### src/rtl/csa_pkg.sv
// Shared constants and helpers for the carry-save accumulator.
package csa_pkg;

   localparam logic CSA_MODE_SUM = 1'b0;
   localparam logic CSA_MODE_ACC = 1'b1;

   // Width that holds any sum of three w-bit unsigned operands exactly.
   function automatic int csa_sum_w(input int w);
      return w + 2;
   endfunction

endpackage

### src/rtl/csa_row.sv
// One row of full adders compressing three WIDTH-bit vectors into sum and carry
// vectors, plus the single-bit full adder it is built from.
module csa_fa (
   input  logic a,
   input  logic b,
   input  logic ci,
   output logic s,
   output logic co
);
   assign s  = a ^ b ^ ci;
   assign co = (a & b) | (a & ci) | (b & ci);
endmodule

module csa_row
   import csa_pkg::*;
#(
   parameter int WIDTH = 4
) (
   input  logic [WIDTH-1:0] a,
   input  logic [WIDTH-1:0] b,
   input  logic [WIDTH-1:0] c,
   output logic [WIDTH-1:0] sum,
   output logic [WIDTH-1:0] carry
);
   for (genvar gi = 0; gi < WIDTH; gi++) begin : g_fa
      csa_fa u_fa (
         .a  (a[gi]),
         .b  (b[gi]),
         .ci (c[gi]),
         .s  (sum[gi]),
         .co (carry[gi])
      );
   end
endmodule

### src/rtl/csa_accum.sv
// Two-stage three-operand carry-save adder with optional running accumulator.
// Define CSA_ACC_OVF_EN to build the sticky accumulator overflow flag.
module csa_accum
   import csa_pkg::*;
#(
   parameter int WIDTH = 4,
   parameter int ACC_W = 16
) (
   input  logic             clk,
   input  logic             rst,
   input  logic             in_valid,
   output logic             in_ready,
   input  logic [WIDTH-1:0] x,
   input  logic [WIDTH-1:0] y,
   input  logic [WIDTH-1:0] z,
   input  logic             in_mode,
   input  logic             in_clr,
   output logic             out_valid,
   input  logic             out_ready,
   output logic [ACC_W-1:0] out_data,
   output logic             ovf
);
   localparam int TW = csa_sum_w(WIDTH);

   logic [WIDTH-1:0] s1, c1;
   logic             v1_q, v1_d, mode1_q, mode1_d, clr1_q, clr1_d;
   logic [WIDTH-1:0] s1_q, s1_d;
   logic [WIDTH:0]   c1_q, c1_d;
   logic             v2_q, v2_d;
   logic [ACC_W-1:0] out_q, out_d, acc_q, acc_d;
   logic             adv1;
   logic [TW-1:0]    t;
   logic [ACC_W-1:0] t_ext;

   csa_row #(.WIDTH(WIDTH)) u_row (
      .a     (x),
      .b     (y),
      .c     (z),
      .sum   (s1),
      .carry (c1)
   );

   assign adv1     = !v2_q || out_ready;
   assign in_ready = !v1_q || adv1;
   assign t        = {2'b00, s1_q} + {1'b0, c1_q};

   always_comb begin
      t_ext         = '0;
      t_ext[TW-1:0] = t;
   end

`ifdef CSA_ACC_OVF_EN
   logic             ovf_q, ovf_d;
   logic [ACC_W:0]   acc_sum;
   assign acc_sum = {1'b0, acc_q} + {1'b0, t_ext};
   assign ovf     = ovf_q;
`else
   logic [ACC_W-1:0] acc_sum;
   assign acc_sum = acc_q + t_ext;
   assign ovf     = 1'b0;
`endif

   always_comb begin
      v1_d    = v1_q;
      s1_d    = s1_q;
      c1_d    = c1_q;
      mode1_d = mode1_q;
      clr1_d  = clr1_q;
      v2_d    = v2_q;
      out_d   = out_q;
      acc_d   = acc_q;
`ifdef CSA_ACC_OVF_EN
      ovf_d   = ovf_q;
`endif
      if (in_ready) begin
         v1_d = in_valid;
         if (in_valid) begin
            s1_d    = s1;
            c1_d    = {c1, 1'b0};
            mode1_d = in_mode;
            clr1_d  = in_clr;
         end
      end
      // Accumulator moves only when a valid beat enters stage 2.
      if (adv1) begin
         v2_d = v1_q;
         if (v1_q) begin
            if (mode1_q == CSA_MODE_SUM) begin
               out_d = t_ext;
            end else begin
               acc_d = clr1_q ? t_ext : acc_sum[ACC_W-1:0];
               out_d = acc_d;
`ifdef CSA_ACC_OVF_EN
               ovf_d = clr1_q ? 1'b0 : (ovf_q | acc_sum[ACC_W]);
`endif
            end
         end
      end
   end

   always_ff @(posedge clk) begin
      if (rst) begin
         v1_q    <= 1'b0;
         s1_q    <= '0;
         c1_q    <= '0;
         mode1_q <= 1'b0;
         clr1_q  <= 1'b0;
         v2_q    <= 1'b0;
         out_q   <= '0;
         acc_q   <= '0;
`ifdef CSA_ACC_OVF_EN
         ovf_q   <= 1'b0;
`endif
      end else begin
         v1_q    <= v1_d;
         s1_q    <= s1_d;
         c1_q    <= c1_d;
         mode1_q <= mode1_d;
         clr1_q  <= clr1_d;
         v2_q    <= v2_d;
         out_q   <= out_d;
         acc_q   <= acc_d;
`ifdef CSA_ACC_OVF_EN
         ovf_q   <= ovf_d;
`endif
      end
   end

   assign out_valid = v2_q;
   assign out_data  = out_q;

endmodule

### config.mk
export PLATFORM = sky130hd
export DESIGN_NAME = csa_accum
export DESIGN_NICKNAME = d
export VERILOG_FILES = /design/src/rtl/csa_pkg.sv /design/src/rtl/csa_row.sv /design/src/rtl/csa_accum.sv
export SDC_FILE = /design/constraint.sdc
export NUM_CORES = 1
export LEC_CHECK = 0
export ABC_AREA = 1
export ABC_CLOCK_PERIOD_IN_PS = 7480
export CORE_MARGIN = 5
export CORE_UTILIZATION = 25
export DETAILED_ROUTE_END_ITERATION = 6
export PLACE_DENSITY_LB_ADDON = 0.08
export REMOVE_ABC_BUFFERS = 1
export SLEW_MARGIN = 15
export SYNTH_ARGS = -nofsm -noshare
export SYNTH_HDL_FRONTEND = slang
export SYNTH_SLANG_ARGS = --single-unit
### constraint.sdc
create_clock -name clk -period 7.48 [get_ports clk]
set_clock_uncertainty 0.1 [all_clocks]
set_input_delay 2.244 -clock clk [delete_from_list [all_inputs] [get_ports clk]]
set_output_delay 2.244 -clock clk [all_outputs]
set_load 0.005 [all_outputs]
==> impl_metrics.tcl <==
set metrics [dict create \
    source_to_sink_clock_delay_at_the_later_pin_of_the_worst_skew_pair_ns 0.30 \
    grt.met1_usage_pct 13.9 \
    power.share.switching_pct 26.0 \
    globalRoute.totalOverflow 0 \
    p_sw_mw 0.131 \
    finalSetupTns_ns 0 \
    combinationalPowerShare_pct 14.0 \
    layout.cells.most_common_list "91 x nand2_1, 44 x dfxtp_1, 39 x inv_1" \
    gr-usage-met3_pct 2.34 \
    final-instance-count-excl-fill 500 \
    critical_path.max_fanout 3 \
    max_freq_ghz 0.173 \
    status "finished clean" \
    total_power_mw 0.502 \
    timing.hold.worst.class "flip-flop to flip-flop" \
    clk_path_buf_depth 2 \
    seqPwrFrac_pct 49.2 \
    numClockSinks 44 \
    core_region_area_um2 9240 \
    synth-seq-area-share_pct 37.2 \
    cts.reportedPaths.clkPinSlew_ns 0.08 \
    timing.final.hold_violations 0 \
    globalRoute.busiestLayer "met2" \
    post_dp_cell_area_um2 2850 \
    synth_cells 336 \
    dp.final_hpwl_um 4390 \
    grt_first_pass_wirelength_um 10100 \
    postCtsResizedCells 0 \
    total_number_of_nets_in_the_final_design 404 \
    floorplan.die_area_um2 11500 \
    syn_to_final_growth_pct 24.5 \
    cts_tree "built" \
    finalWeightedCongestion 0.733 \
    timing.critical_path.from_type "input pin" \
    drtIter0Drc 66 \
    boundaryPins 37 \
    final_critical_period_ns 5.77 \
    cp-end-kind "primary output" \
    final_layout_size_suffix_gt1_share_pct 5.12 \
    data_required_time_of_the_worst_path_ns 5.14 \
    grt_start_max_net_pins 31 \
    floorplan.rows 35 \
    number_of_global_route_vias_before_repair 2052 \
    dp_worst_setup_slack_ns 1.70 \
    ys_types 31 \
    antenna_cells_inserted 0 \
    average_footprint_of_a_synthesized_cell_um2 7.06 \
    fin_area_um2 2950 \
    finalWirelength_um 5860 \
    rsz0062_at_grt "no" \
    antenna_found_initial 0 \
    synth-edff-count 0 \
    route.detailed.vias_per_inst 4.22 \
    route.antenna.remaining_nets 0 \
    power.density_cell_area_nw_per_um2 170 \
    cts_buffers 5 \
    period_share_pct 77.1 \
    synth.yosys.warnings 0 \
    total_leakage_power_nw 1.27 \
    cts_hold_buf 0 \
    die_width_um 107 \
    buffer_cell_driving_the_clock_tree_root "clkbuf_8" \
    cts.htree.levels 2 \
    mostFrequentLayoutCell "nand2_1" \
    dp_cells 492 \
    post-route-util_pct 32.0 \
    clockPowerShare_pct 36.8 \
    timing.setup.critical_path_class "input pin to primary output" \
    pins_over_their_slew_limit 0 \
    globalRouteTotalUtil_pct 11.0 \
    power.ir.vdd_worst_v 0.0000657 \
    fraction_of_synthesis_flops_using_an_asynchronous_set_or_reset_pin_pct 0 \
    synth-seq-cells 44 \
    timing.hold.ws_ns 0.366 \
    detailedRoute.firstPassIterationCount 4 \
    maxCapViolCount 0 \
    fin_ws_ns 1.71 \
    worst_ep_arrival_time_ns 3.42 \
    fp.dieH_um 107 \
    initial_core_util_pct 25.7 \
    total_vias_in_the_final_route 2112 \
    intPower_mw 0.372 \
    drt_drc_violations_left 0 \
    grt_util_met2_pct 18.7 \
    mappedNetlistArea_um2 2370 \
    ys_dominant_reg_cell "dfxtp_1" \
    timing.final.setup_violations 0 \
    numPortBuffers 35 \
    post_cts.repair.setup_buffers 0 \
    wl_per_cell_um 11.7 \
]
## power groups by stage
stage	Combinational, mW	Clock [mW]	Sequential (mW)
final	0.0703	0.185	0.247
after global routing	0.0825	0.202	0.249
after CTS	0.0723	0.193	0.247
after detailed placement	0.0718	0	0.253
after global placement	0.0715	0	0.253
after floorplan	0.0418	0	0.252
## synthesized netlist by cell type, types with 3 or more instances
| cell | number | area, um2 |
|---|---|---|
| nand2_1 | 91 | 342 |
| dfxtp_1 | 44 | 881 |
| inv_1 | 39 | 146 |
| a21oi_1 | 33 | 165 |
| nand3_1 | 32 | 160 |
| nor2_1 | 31 | 116 |
| o21ai_0 | 13 | 65.1 |
| ha_1 | 10 | 125 |
| fa_1 | 6 | 120 |
| clkbuf_1 | 4 | 15.0 |
| a22oi_1 | 3 | 22.5 |
| buf_2 | 3 | 15.0 |
| nor2_2 | 3 | 18.8 |
| xor2_1 | 3 | 26.3 |
## cell type report
type,instances,area (um2)
clock buffer,6,72.6
clock inverter,2,35.0
fill,1030,6290
inverter,40,150
multi-input combinational,243,1290
sequential,44,881
tap,129,161
timing repair buffer,36,358
## per-layer routing
| layer | up-vias | routed length (um) |
|---|---|---|
| li1 | 1138 | - |
| met1 | 941 | 2810 |
| met2 | 25 | 2800 |
| met3 | 8 | 178 |
| met4 | 0 | 71 |
| met5 | - | 0 |
## cell families (layout without fill, tap and decap cells)
kind of cell / count (synthesis) / after routing / synth area share, %
flip-flops: 44 / 44 / 37.2
other: 1 / 1 / 0.158
AO/OA/AOI/OAI: 54 / 54 / 12.1
XOR/XNOR: 4 / 4 / 1.48
buffers and inverters: 49 / 84 / 8.23
adder cells (fa/ha/maj): 16 / 16 / 10.3
AND/OR/NAND/NOR: 168 / 168 / 30.5
## final timing paths
path / endpoint / slack [ns] / startpoint / cells past startpoint
max: in_ready / 1.71 / out_ready / 4
min: out_data[10] / 0.37 / out_data[10] / 2
max reg2reg: acc_q[6] / 4.70 / s1_q[1] / 10
min reg2reg: out_data[10] / 0.37 / out_data[10] / 2
## critical path, stage by stage
cell and delay (ns):
clkdlybuf4s50_1 0.41, nor2_2 0.19, nand2_1 0.11, clkdlybuf4s50_1 0.46
## registers in the layout (all words and copies together), names as in the netlist
signal	cells
s1_q	4
out_data	16
acc_q	16
v1_q	1
mode1_q	1
out_valid	1
c1_q	4
clr1_q	1
No activity file was read; power rests on OpenSTA's default activity.
